### config.mk
export PLATFORM = sky130hd
export DESIGN_NAME = cond_unit_flat
export DESIGN_NICKNAME = d
export VERILOG_FILES = /design/src/rtl/cond_unit_pkg.sv /design/src/rtl/cond_unit_if.sv /design/src/rtl/cond_check.sv /design/src/rtl/cond_unit.sv /design/src/flat_wrapper.sv
export SDC_FILE = /design/constraint.sdc
export NUM_CORES = 1
export LEC_CHECK = 0
export ABC_AREA = 1
export BUFFER_PORTS_ARGS = -buffer_cell sky130_fd_sc_hd__buf_2
export CAP_MARGIN = 20
export CELL_PAD_IN_SITES_DETAIL_PLACEMENT = 0
export CELL_PAD_IN_SITES_GLOBAL_PLACEMENT = 1
export CORE_MARGIN = 3
export CORE_UTILIZATION = 30
export CTS_BUF_LIST = sky130_fd_sc_hd__clkbuf_2 sky130_fd_sc_hd__clkbuf_4 sky130_fd_sc_hd__clkbuf_8
export CTS_CLUSTER_SIZE = 40
export DETAILED_ROUTE_END_ITERATION = 7
export PLACE_DENSITY = 0.74
export SLEW_MARGIN = 0
export SYNTH_ARGS = -nofsm -noshare
export SYNTH_HDL_FRONTEND = slang
export SYNTH_SLANG_ARGS = --single-unit
### constraint.sdc
create_clock -name clk -period 4.2 [get_ports clk]
set_input_delay 0.42 -clock clk [delete_from_list [all_inputs] [get_ports clk]]
set_output_delay 0.42 -clock clk [all_outputs]
set_load 0.005 [all_outputs]
### src/rtl/cond_unit_pkg.sv
// cond_unit_pkg: shared definitions for the condition/commit stage.
//   - ARM condition-code encodings (Instr[31:28])
//   - controller state encoding
//   - bit positions of N, Z, C, V inside the 4-bit flag vector
package cond_unit_pkg;

   localparam logic [3:0] COND_EQ = 4'h0;
   localparam logic [3:0] COND_NE = 4'h1;
   localparam logic [3:0] COND_CS = 4'h2;
   localparam logic [3:0] COND_CC = 4'h3;
   localparam logic [3:0] COND_MI = 4'h4;
   localparam logic [3:0] COND_PL = 4'h5;
   localparam logic [3:0] COND_VS = 4'h6;
   localparam logic [3:0] COND_VC = 4'h7;
   localparam logic [3:0] COND_HI = 4'h8;
   localparam logic [3:0] COND_LS = 4'h9;
   localparam logic [3:0] COND_GE = 4'hA;
   localparam logic [3:0] COND_LT = 4'hB;
   localparam logic [3:0] COND_GT = 4'hC;
   localparam logic [3:0] COND_LE = 4'hD;
   localparam logic [3:0] COND_AL = 4'hE;
   localparam logic [3:0] COND_NV = 4'hF;

   typedef enum logic {
      IDLE = 1'b0,
      BUSY = 1'b1
   } state_e;

   localparam int FLAG_N = 3;
   localparam int FLAG_Z = 2;
   localparam int FLAG_C = 1;
   localparam int FLAG_V = 0;

endpackage

### src/rtl/cond_unit_if.sv
// cond_unit_if: decoder/ALU-facing signal bundle of the condition/commit stage.
//   master : decode side (drives Cond, ALUFlags, FlagW, PCS/RegW/MemW/VecW,
//            MultiCycle, ALUDone; receives the committed enables and status)
//   slave  : cond_unit itself
interface cond_unit_if #(
   parameter int CNT_W = 32
);
   logic [3:0]       Cond;
   logic [3:0]       ALUFlags;
   logic [1:0]       FlagW;
   logic             PCS;
   logic             RegW;
   logic             MemW;
   logic             VecW;
   logic             MultiCycle;
   logic             ALUDone;
   logic             PCSrc;
   logic             RegWrite;
   logic             MemWrite;
   logic             VecWrite;
   logic             ALUStart;
   logic             Stall;
   logic [3:0]       Flags;
   logic             Error;
   logic [CNT_W-1:0] RetiredCount;
   logic [CNT_W-1:0] TakenCount;

   modport master (
      output Cond, ALUFlags, FlagW, PCS, RegW, MemW, VecW, MultiCycle, ALUDone,
      input  PCSrc, RegWrite, MemWrite, VecWrite, ALUStart, Stall, Flags, Error,
             RetiredCount, TakenCount
   );

   modport slave (
      input  Cond, ALUFlags, FlagW, PCS, RegW, MemW, VecW, MultiCycle, ALUDone,
      output PCSrc, RegWrite, MemWrite, VecWrite, ALUStart, Stall, Flags, Error,
             RetiredCount, TakenCount
   );
endinterface

### src/rtl/cond_check.sv
// cond_check: purely combinational ARM condition evaluation.
//   cond    in  4  instruction condition field
//   flags   in  4  {N,Z,C,V}
//   cond_ex out 1  instruction executes
module cond_check
   import cond_unit_pkg::*;
(
   input  logic [3:0] cond,
   input  logic [3:0] flags,
   output logic       cond_ex
);

   logic n, z, c, v;

   assign n = flags[FLAG_N];
   assign z = flags[FLAG_Z];
   assign c = flags[FLAG_C];
   assign v = flags[FLAG_V];

   always_comb begin
      cond_ex = 1'b1;
      case (cond)
         COND_EQ: cond_ex = z;
         COND_NE: cond_ex = ~z;
         COND_CS: cond_ex = c;
         COND_CC: cond_ex = ~c;
         COND_MI: cond_ex = n;
         COND_PL: cond_ex = ~n;
         COND_VS: cond_ex = v;
         COND_VC: cond_ex = ~v;
         COND_HI: cond_ex = c & ~z;
         COND_LS: cond_ex = ~c | z;
         COND_GE: cond_ex = (n == v);
         COND_LT: cond_ex = (n != v);
         COND_GT: cond_ex = ~z & (n == v);
         COND_LE: cond_ex = z | (n != v);
         COND_AL, COND_NV: cond_ex = 1'b1;
         default: cond_ex = 1'b1;
      endcase
   end

endmodule

### src/rtl/cond_unit.sv
// cond_unit: condition/commit stage behind the instruction decoder.
//   clk    in  rising-edge clock
//   reset  in  synchronous, active-high
//   bus    slave side of cond_unit_if (decode enables in, committed enables,
//          ALUStart/Stall handshake, Flags, Error and performance counters out)
//
//   state | meaning
//   ------+----------------------------------------------------------------
//   IDLE  | single-cycle commit, or launch of a multi-cycle ALU op
//   BUSY  | waiting for ALUDone; PC stalled; abandon at timer terminal count
module cond_unit
   import cond_unit_pkg::*;
#(
   parameter int CNT_W   = 32,
   parameter int TIMEOUT = 64
)(
   input  logic       clk,
   input  logic       reset,
   cond_unit_if.slave bus
);

   localparam int               TMR_W    = (TIMEOUT > 2) ? $clog2(TIMEOUT) : 1;
   localparam logic [TMR_W-1:0] TMR_LOAD = TMR_W'(TIMEOUT - 1);

   state_e           state_q, state_d;
   logic [TMR_W-1:0] tmr_q, tmr_d;
   logic             error_q, error_d;
   logic [3:0]       flags_q, flags_d;
   logic [CNT_W-1:0] retired_q, retired_d;
   logic [CNT_W-1:0] taken_q, taken_d;

   logic cond_ex;
   logic commit;
   logic stall;
   logic alu_start;
   logic pc_src;

   cond_check u_cond_check (
      .cond    (bus.Cond),
      .flags   (flags_q),
      .cond_ex (cond_ex)
   );

   // Timer counts down from TIMEOUT-1 loaded at launch; reaching zero while
   // still BUSY without ALUDone is the TIMEOUT-th BUSY cycle, which abandons.
   always_comb begin
      state_d   = state_q;
      tmr_d     = tmr_q;
      error_d   = error_q;
      commit    = 1'b0;
      stall     = 1'b0;
      alu_start = 1'b0;
      case (state_q)
         IDLE: begin
            if (bus.MultiCycle && cond_ex) begin
               alu_start = 1'b1;
               stall     = 1'b1;
               tmr_d     = TMR_LOAD;
               state_d   = BUSY;
            end else begin
               // Not-executed multi-cycle ops also land here; cond_ex gates them.
               commit = 1'b1;
            end
         end
         BUSY: begin
            if (bus.ALUDone) begin
               commit  = 1'b1;
               state_d = IDLE;
            end else if (tmr_q == '0) begin
               error_d = 1'b1;
               state_d = IDLE;
            end else begin
               stall = 1'b1;
               tmr_d = tmr_q - TMR_W'(1);
            end
         end
         default: state_d = IDLE;
      endcase
   end

   assign pc_src = commit & cond_ex & bus.PCS;

   always_comb begin
      flags_d = flags_q;
      if (commit && cond_ex) begin
         if (bus.FlagW[1]) begin
            flags_d[FLAG_N] = bus.ALUFlags[FLAG_N];
            flags_d[FLAG_Z] = bus.ALUFlags[FLAG_Z];
         end
         if (bus.FlagW[0]) begin
            flags_d[FLAG_C] = bus.ALUFlags[FLAG_C];
            flags_d[FLAG_V] = bus.ALUFlags[FLAG_V];
         end
      end
   end

   always_comb begin
      retired_d = retired_q;
      taken_d   = taken_q;
      if (!stall) begin
         retired_d = retired_q + CNT_W'(1);
         if (pc_src) taken_d = taken_q + CNT_W'(1);
      end
   end

   always_ff @(posedge clk) begin
      if (reset) begin
         state_q   <= IDLE;
         tmr_q     <= '0;
         error_q   <= 1'b0;
         flags_q   <= '0;
         retired_q <= '0;
         taken_q   <= '0;
      end else begin
         state_q   <= state_d;
         tmr_q     <= tmr_d;
         error_q   <= error_d;
         flags_q   <= flags_d;
         retired_q <= retired_d;
         taken_q   <= taken_d;
      end
   end

   assign bus.PCSrc        = pc_src;
   assign bus.RegWrite     = commit & cond_ex & bus.RegW;
   assign bus.MemWrite     = commit & cond_ex & bus.MemW;
   assign bus.VecWrite     = commit & cond_ex & bus.VecW;
   assign bus.ALUStart     = alu_start;
   assign bus.Stall        = stall;
   assign bus.Flags        = flags_q;
   assign bus.Error        = error_q;
   assign bus.RetiredCount = retired_q;
   assign bus.TakenCount   = taken_q;

endmodule

### src/flat_wrapper.sv
// flat-port wrapper written by rule: the top's interface ports become plain ports
module cond_unit_flat import cond_unit_pkg::*;
#(
   parameter int CNT_W   = 32,
   parameter int TIMEOUT = 64
)
  (clk, reset, bus_Cond, bus_ALUFlags, bus_FlagW, bus_PCS, bus_RegW, bus_MemW, bus_VecW, bus_MultiCycle, bus_ALUDone, bus_PCSrc, bus_RegWrite, bus_MemWrite, bus_VecWrite, bus_ALUStart, bus_Stall, bus_Flags, bus_Error, bus_RetiredCount, bus_TakenCount);
  cond_unit_if #(.CNT_W(CNT_W)) bus_i ();
  input  logic clk;
  input  logic reset;
  input wire logic [$bits(bus_i.Cond)-1:0] bus_Cond;
  input wire logic [$bits(bus_i.ALUFlags)-1:0] bus_ALUFlags;
  input wire logic [$bits(bus_i.FlagW)-1:0] bus_FlagW;
  input wire logic [$bits(bus_i.PCS)-1:0] bus_PCS;
  input wire logic [$bits(bus_i.RegW)-1:0] bus_RegW;
  input wire logic [$bits(bus_i.MemW)-1:0] bus_MemW;
  input wire logic [$bits(bus_i.VecW)-1:0] bus_VecW;
  input wire logic [$bits(bus_i.MultiCycle)-1:0] bus_MultiCycle;
  input wire logic [$bits(bus_i.ALUDone)-1:0] bus_ALUDone;
  output wire logic [$bits(bus_i.PCSrc)-1:0] bus_PCSrc;
  output wire logic [$bits(bus_i.RegWrite)-1:0] bus_RegWrite;
  output wire logic [$bits(bus_i.MemWrite)-1:0] bus_MemWrite;
  output wire logic [$bits(bus_i.VecWrite)-1:0] bus_VecWrite;
  output wire logic [$bits(bus_i.ALUStart)-1:0] bus_ALUStart;
  output wire logic [$bits(bus_i.Stall)-1:0] bus_Stall;
  output wire logic [$bits(bus_i.Flags)-1:0] bus_Flags;
  output wire logic [$bits(bus_i.Error)-1:0] bus_Error;
  output wire logic [$bits(bus_i.RetiredCount)-1:0] bus_RetiredCount;
  output wire logic [$bits(bus_i.TakenCount)-1:0] bus_TakenCount;
  assign bus_i.Cond = bus_Cond;
  assign bus_i.ALUFlags = bus_ALUFlags;
  assign bus_i.FlagW = bus_FlagW;
  assign bus_i.PCS = bus_PCS;
  assign bus_i.RegW = bus_RegW;
  assign bus_i.MemW = bus_MemW;
  assign bus_i.VecW = bus_VecW;
  assign bus_i.MultiCycle = bus_MultiCycle;
  assign bus_i.ALUDone = bus_ALUDone;
  assign bus_PCSrc = bus_i.PCSrc;
  assign bus_RegWrite = bus_i.RegWrite;
  assign bus_MemWrite = bus_i.MemWrite;
  assign bus_VecWrite = bus_i.VecWrite;
  assign bus_ALUStart = bus_i.ALUStart;
  assign bus_Stall = bus_i.Stall;
  assign bus_Flags = bus_i.Flags;
  assign bus_Error = bus_i.Error;
  assign bus_RetiredCount = bus_i.RetiredCount;
  assign bus_TakenCount = bus_i.TakenCount;
  cond_unit #(.CNT_W(CNT_W), .TIMEOUT(TIMEOUT)) u_core (.clk(clk), .reset(reset), .bus(bus_i));
endmodule
==> impl_metrics.ini, run 1 <==
[place]
dp_hpwl_mm = 9.91
port_buffers = 92
gp_congestion = 0.896
dp_cells = 1024

[worst_setup_path]
cp_slowest_cell = nand2_2
cp_max_fo = 37
endpoint_kind = output pin
crit_arrival_ps = 2420
path_class = reg -> out
required_ps = 3780
max_stage_delay_ps = 520
crit_chain = inv_1, ha_1, nand4_1, nand3_1, buf_4, nand2_2, buf_2
critical_path.startpoint_type = flip-flop

[routing]
vias_per_cell = 4.67
vias = 4848
drt_iter0_drc = 258
dr.pass1.iters = 4
remaining_drc_errors = 0
drtAntennaViolNets = 0
drt-wirelength-per-cell_um = 12.9
finalWirelength_mm = 13.4

[global_route]
antenna_found_initial = 0
grt_pass1_vias = 4615
grt_first_pass_wirelength_mm = 22.7
track_usage = 0.157
grt_overflow = 0
grt_max_degree = 40

[floorplanning]
die_w_um = 131
die_area_mm2 = 0.0172
ioPinCount = 93
num_rows = 45
initial_core_util = 0.309
dieHeight_um = 131
core_area_mm2 = 0.0153

[sta]
drv_slew = 0
tns_ps = 0
relSlewSlack = 0.492
worst_slew_pin_slew_ps = 762
setup-violations-final = 0
rsz0062_at_grt = false
post-route-period-util = 0.676
finClkSkew_ps = 12.6
hold_viol = 0
max_freq_mhz = 352
min_period_ps = 2840

[synth]
synth_area_leaders = dfxtp_1 (32%), nand2_1 (20%), xor2_1 (7.3%), a21oi_1 (7.2%), nand3_1 (6.4%)
synth_area_mm2 = 0.00471
syn-instance-count = 743
synth-seq-cells = 76
post-synth-top-area-cell = dfxtp_1
yosysWarnings = 0
syn_nets = 765
syn_avg_cell_area_um2 = 6.34
synth.distinct_cells = 27
synth-seq-area-share = 0.323
synth_top_area_share = 0.323

[final_layout]
area_delta_synth_final_pct = 17.5
fin_nets = 846
nFillCells = 1683
final_cells = 1039
drive_gt1_frac = 0.147
insertedDiodeCount = 0

[power]
max-vdd-ir-drop_uv = 127
power_density_mw_per_mm2 = 300
p_leak_uw = 0.00232

[clock_tree]
clkTransAtPathRegs_ps = 80
cts_setup_buffers = 0
cts_tree = done
htreeDepth = 3
cts_hold_buffers = 0
root_buffer = clkbuf_8
clkLatencyLatePin_ps = 360
cts_buffer_depth = 2
cts_inserted_buffers = 9
clock-sinks = 76
cts_resized = 0

[outcome]
status = complete, no violations

[hold_path]
hp-class = in -> reg

[flow_run]
cap_violations = 0
[routing by layer]
metal,track usage,part of all wire,wire [µm]
met2,0.252,0.45,5960
met3,0.0387,0.055,742
met4,0.0467,0.017,227
met5,0,0,0
met1,0.209,0.48,6450
[path summary, 6_finish.rpt]
| path | depth (start not counted) | slack, ps | start | to |
|---|---|---|---|---|
| setup / recovery | 7 | 1360 | u_core.tmr_q[0] | bus_Stall |
| setup reg to reg | 9 | 1880 | u_core.tmr_q[0] | u_core.tmr_q[0] |
| hold / removal | 3 | 270 | bus_ALUFlags[3] | u_core.bus.Flags[3] |
| hold reg to reg | 2 | 480 | u_core.tmr_q[1] | u_core.tmr_q[1] |
[cell families after synthesis]
family,Yosys count,synth area share
AOI/OAI and AO/OA,71,0.0762
xor gates and xnor gates,59,0.110
adders and majority gates,4,0.0106
buffers and inverters,90,0.0834
DFF,76,0.323
and+or+nand+nor,443,0.397
[cell type report]
type / instances / area, µm² / area share
clock buffer: 11 / 151 / 0.0274
clock inverter: 4 / 72.6 / 0.0131
inverter: 64 / 240 / 0.0434
multi-input combinational: 577 / 2800 / 0.505
sequential: 76 / 1520 / 0.275
tap: 211 / 264 / 0.0477
timing repair buffer: 96 / 490 / 0.0886
[synthesized netlist by cell type]
master      n
nand2_2     1
buf_4       5
nor4_1      1
o21ai_0     2
nor2_4      1
buf_6       4
inv_2       1
nor3b_1     1
nor3_2      1
nand4_1    14
xor2_1     39
nor3_1     35
xnor2_1    20
buf_2       5
a21oi_2     1
dfxtp_1    76
ha_1        4
nand3b_1    1
nand3_2     3
inv_1      62
nand3_1    60
nor2_1     75
nand2_1   247
clkinv_1    1
or2_2       3
clkbuf_1   12
a21oi_1    68
[cells in the final DEF (no fill, tap or decap)]
cell type / n
a21oi_1: 68
a21oi_2: 1
buf_2: 92
buf_4: 4
bufinv_16: 2
clkbuf_8: 11
clkinv_1: 1
clkinv_2: 1
clkinvlp_4: 1
dfxtp_1: 76
ha_1: 4
inv_1: 62
inv_2: 1
nand2_1: 247
nand2_2: 1
nand3_1: 60
nand3_2: 3
nand3b_1: 1
nand4_1: 14
nor2_1: 75
nor2_4: 1
nor3_1: 35
nor3_2: 1
nor3b_1: 1
nor4_1: 1
o21ai_0: 2
or2_2: 3
xnor2_1: 20
xor2_1: 39
[worst max-delay path, delay by kind of cell (launching register included)]
kind | cells | cell delay [ps]
adder cells (fa/ha/maj) | 1 | 170
AND/OR/NAND/NOR | 3 | 740
flip-flops | 1 | 330
buffers and inverters | 3 | 820
[state kept, by name, summed over array words and instances (netlist names)]
signal / cells
u_core.bus.Flags: 4
u_core.tmr_q: 6
u_core.bus.RetiredCount: 32
u_core.bus.TakenCount: 32
u_core.state_q: 1
u_core.bus.Error: 1
[per-stage QoR]
step	hold slack, ps	setup slack (ps)	total power (µW)	instance area, µm²	utilization
after floorplan	443	2310	979	4710	-
after CTS	248	1250	1700	5540	0.363
final	274	1360	1660	5540	0.363
after global routing	279	1110	1770	5540	0.363
after detailed placement	465	1670	1040	5310	0.348
after global placement	450	1680	1040	5310	0.348
[report_power, final]
group          internal [µW]  leakage, µW  switching, µW  total [µW]
Sequential               743     0.000615           25.2         768
Clock                    363     0.000111            280         643
Combinational           80.8      0.00159            171         252
Total                   1190      0.00232            477        1660
No activity file was read; power rests on OpenSTA's default activity.
==> run 2, diff against run 1 <==
clock period = 3 ns   (was 4.2 ns; I/O delays follow)
==> run 2 against run 1 <==
Effect of this change: sequential power increased by 39%; register-to-register slack got worse by 920 ps; global-route usage grew 0.21 points; count of clock-buffer cells in the layout is the same; first-iteration DRC count down 2.7%; sequential share of layout area is the same; largest power group unchanged.
==> impl_metrics.ini, run 2 (same netlist as run 1, synthesis figures left out) <==
[worst_setup_path]
endpoint_kind = output pin
cp_max_fo = 37
required_ps = 2700
crit_arrival_ps = 2090
reg2reg_slack_ps = 960
r2r_end = u_core.bus.TakenCount[28]
reg2reg_from = u_core.bus.Flags[0]
critical_path.startpoint_type = flip-flop
ff2ff_path_depth = 13
path_class = reg -> out

[clock_tree]
cts_inserted_buffers = 9
clkTransAtPathRegs_ps = 80
cts_hold_buffers = 0
cts_setup_buffers = 0
cts_tree = done
cts_buffer_depth = 2
clkLatencyLatePin_ps = 370
clock-sinks = 76
root_buffer = clkbuf_8
htreeDepth = 3
cts_resized = 0

[final_layout]
drive_gt1_frac = 0.151
layout_commonest_cell = nand2_1
multiInputGateArea_mm2 = 0.00280
insertedDiodeCount = 0
area_delta_synth_final_pct = 17.5
seqCellArea_mm2 = 0.00152
layout_common_cells = nand2_1 (247), buf_2 (92), dfxtp_1 (76)
fin_nets = 849
nFillCells = 1737

[floorplanning]
ioPinCount = 93
die_area_mm2 = 0.0172
die_w_um = 131
core_area_mm2 = 0.0153
num_rows = 45
dieHeight_um = 131
initial_core_util = 0.309

[routing]
drtAntennaViolNets = 0
remaining_drc_errors = 0
vias = 4876
dr.pass1.iters = 4
drt_iter0_drc = 251
drt-wirelength-per-cell_um = 13.1
finalWirelength_mm = 13.7
vias_per_cell = 4.67

[global_route]
antenna_found_initial = 0
grt_max_degree = 38
grt_overflow = 0
track_usage = 0.159
grt_pass1_vias = 4643
grt_first_pass_wirelength_mm = 22.8

[sta]
worst_slew_pin_slew_ps = 467
hold_viol = 0
hold_slack_ps = 155
setup-violations-final = 0
relSlewSlack = 0.689
post-route-period-util = 0.795
max_freq_mhz = 419
min_period_ps = 2390
tns_ps = 0
rsz0062_at_grt = false
drv_slew = 0
finClkSkew_ps = 9.62

[outcome]
status = complete, no violations

[place]
dp_hpwl_mm = 10.3
port_buffers = 92
gp_congestion = 0.871

[power]
p_leak_uw = 0.00233
max-vdd-ir-drop_uv = 162
totalPowerFinal_uw = 2260
power_density_mw_per_mm2 = 408

[hold_path]
holdPathEnd = u_core.bus.Flags[3]
hp-start = bus_ALUFlags[3]
hp-class = in -> reg
min_path_cells = 3

[flow_run]
cap_violations = 0
run 2: power by group:
part	internal [µW]	leakage (µW)	switching, µW	total, µW
logic	118	0.00160	244	362
clock network	424	0.000109	400	825
registers	1040	0.000615	34.6	1070
run 2: cell type report:
| class | instances | share of cell area |
|---|---|---|
| Timing Repair Buffer | 99 | 0.0927 |
| Tap cell | 211 | 0.0477 |
| Clock buffer | 11 | 0.0274 |
| Sequential cell | 76 | 0.275 |
| Multi-Input combinational cell | 577 | 0.505 |
| Clock inverter | 5 | 0.00904 |
| Inverter | 64 | 0.0434 |
run 2: per-stage QoR:
stage	util	instance area (µm²)	std cells	setup slack, ps
final	0.363	5540	1043	614
after global routing	0.363	5540	1043	410
after CTS	0.363	5540	1043	578
after detailed placement	0.350	5330	1027	848
after global placement	0.350	5330	1027	851
after floorplan	-	4710	743	1350
run 2: how the worst max path moves through the flow:
stage | endpoint | startpoint | slack [ps]
2_1_floorplan | bus_ALUStart | bus_Cond[0] | 1350
3_3_place_gp | u_core.bus.TakenCount[6] | bus_Cond[3] | 850
3_5_place_dp | u_core.bus.TakenCount[7] | bus_Cond[3] | 850
4_1_cts | bus_ALUStart | u_core.bus.Flags[3] | 580
5_1_grt | bus_ALUStart | u_core.bus.Flags[3] | 410
6_report | bus_ALUStart | u_core.bus.Flags[0] | 610
run 2: metal layers:
layer  routed length (µm)  vias up  GRT usage
met3                  748       13     0.0444
met5                    0        -          0
met4                  196        0     0.0455
li1                     -     2543          -
met2                 6060      126      0.252
met1                 6700     2194      0.212
run 2: worst max-delay path, stage by stage, from the launching register on:
cell and delay, ps:
dfxtp_1 400, inv_1 100, nand2_1 90, nand3_1 100, nand2_1 70, nand2_1 50, nand2_1 70, nand3_2 130
nand3_2 110, buf_4 380, inv_1 70, buf_2 130
==> run 3, diff against run 2 <==
PLACE_DENSITY = 0.77   (was 0.74)
clock period = 2 ns   (was 3 ns; I/O delays follow)
==> run 3 against run 2 <==
Effect of this change: total power increased by 58%; critical path depth unchanged; hold slack got worse by 100 ps; register-to-register slack got worse by 750 ps; first-iteration DRC count decreased by 19%; sequential power increased by 50%; utilization increased by 2.1 points; cell count increased by 1.9%; clock power increased by 52%; global-route usage increased by 0.45 points; largest cell class unchanged.
==> impl_metrics.ini, run 3 (same netlist as run 1, synthesis figures left out) <==
[outcome]
status = complete, no violations

[power]
p_leak_uw = 0.00248
totalPowerFinal_uw = 3560
p_sw_frac = 0.296
share_comb_of_total_power = 0.198
cellInternalPower_uw = 2510
switchingPower_uw = 1060
power_density_mw_per_mm2 = 608
pwr-share-seq = 0.452
max-vdd-ir-drop_uv = 314
clock_power_share = 0.350

[sta]
relSlewSlack = 0.657
max_freq_mhz = 533
setup-violations-final = 0
hold_slack_ps = 51.3
worst_slew_pin_slew_ps = 515
finClkSkew_ps = 13.1
tns_ps = 0
min_period_ps = 1880
post-route-period-util = 0.938
drv_slew = 0
hold_viol = 0

[floorplanning]
die_w_um = 131
die_area_mm2 = 0.0172
initial_core_util = 0.309
ioPinCount = 93
dieHeight_um = 131
num_rows = 45
core_area_mm2 = 0.0153

[worst_setup_path]
required_ps = 1800
endpoint_kind = output pin
critical_path.startpoint_type = flip-flop
crit_arrival_ps = 1680
path_class = reg -> out
cp_max_fo = 5

[final_layout]
drive_gt1_frac = 0.189
insertedDiodeCount = 0
fin_nets = 869
area_delta_synth_final_pct = 24.5
layout_common_cells = nand2_1 (244), buf_2 (92), nor2_1 (74)
layout_commonest_cell = nand2_1

[routing]
vias_per_cell = 4.62
vias = 4914
remaining_drc_errors = 0
drt-wirelength-per-cell_um = 13.3
finalWirelength_mm = 14.1
drtAntennaViolNets = 0
drt_iter0_drc = 204
dr.pass1.iters = 5

[place]
gp_congestion = 0.885
dp_hpwl_mm = 10.3
port_buffers = 92

[clock_tree]
htreeDepth = 3
clkLatencyLatePin_ps = 370
clkTransAtPathRegs_ps = 80
cts_buffer_depth = 2
root_buffer = clkbuf_8
clock-sinks = 76
cts_hold_buffers = 0
cts_tree = done
cts_inserted_buffers = 9

[hold_path]
hp-class = in -> reg

[global_route]
track_usage = 0.164
grt_overflow = 0
grt_max_degree = 49
grt_first_pass_wirelength_mm = 23.3
grt_pass1_vias = 4625
antenna_found_initial = 0

[flow_run]
cap_violations = 0
-- run 3: cell types whose count changed in the layout (fill, tap and decap cells not counted), sizes merged --
cell      delta
clkinv       -2
bufbuf       +1
clkbuf       +1
clkinvlp     +1
buf         +19
-- run 3: layer usage --
layer	global-route usage	routed length, µm	share of wire	up-vias
met1	0.218	6830	0.48	2211
met4	0.0373	156	0.011	0
met2	0.269	6410	0.45	112
met5	0	0	0	-
met3	0.0383	710	0.050	12
li1	-	-	-	2579
-- run 3: layout make-up --
type	instances	area, µm²
clock buffer	12	159
clock inverter	4	47.5
fill	1674	9400
inverter	64	245
multi-input combinational	577	2850
sequential	76	1530
tap	211	264
timing repair buffer	119	763
-- run 3: path summary, 6_finish.rpt --
kind	slack (ps)	depth (start not counted)	start	endpoint
worst max register to register	210	7	u_core.bus.RetiredCount[17]	u_core.bus.RetiredCount[18]
worst min register to register	480	2	u_core.tmr_q[1]	u_core.tmr_q[1]
worst min-delay path	50	3	bus_ALUFlags[1]	u_core.bus.Flags[1]
worst max-delay path	120	11	u_core.bus.Flags[3]	bus_ALUStart
-- run 3: repair_timing --
| item | 4_1_cts | 5_1_grt |
|---|---|---|
| pin swaps | 1 | 8 |
| setup endpoints to repair | 2 | 19 |
| gates resized for setup | 6 | 18 |
| cloned | 1 | 0 |
| setup buffers | 3 | 2 |
-- run 3: power groups by stage --
| stage | Clock [µW] | Combinational [µW] | Sequential (µW) |
|---|---|---|---|
| floorplan | 0 | 423 | 1630 |
| global placement | 0 | 628 | 1640 |
| detailed placement | 0 | 628 | 1640 |
| CTS | 1300 | 690 | 1610 |
| global route | 1380 | 790 | 1620 |
| finish | 1250 | 706 | 1610 |
-- run 3: per-stage QoR --
step,instance area [µm²],util,cells,setup WS (ps)
floorplan,4710,-,743,361
global placement,5510,0.361,1041,175
detailed placement,5510,0.361,1041,150
CTS,5800,0.380,1061,16.2
global route,5860,0.384,1063,-25.3
finish,5860,0.384,1063,123
-- run 3: worst max-delay path: stages (launching register included) --
cell,delay (ps)
dfxtp_4,370
nand2_1,120
nand3_2,80
nand2_1,70
nand2_1,60
nand2_2,60
inv_2,40
nand3_4,100
nand3_4,120
buf_12,160
inv_4,30
buf_2,90
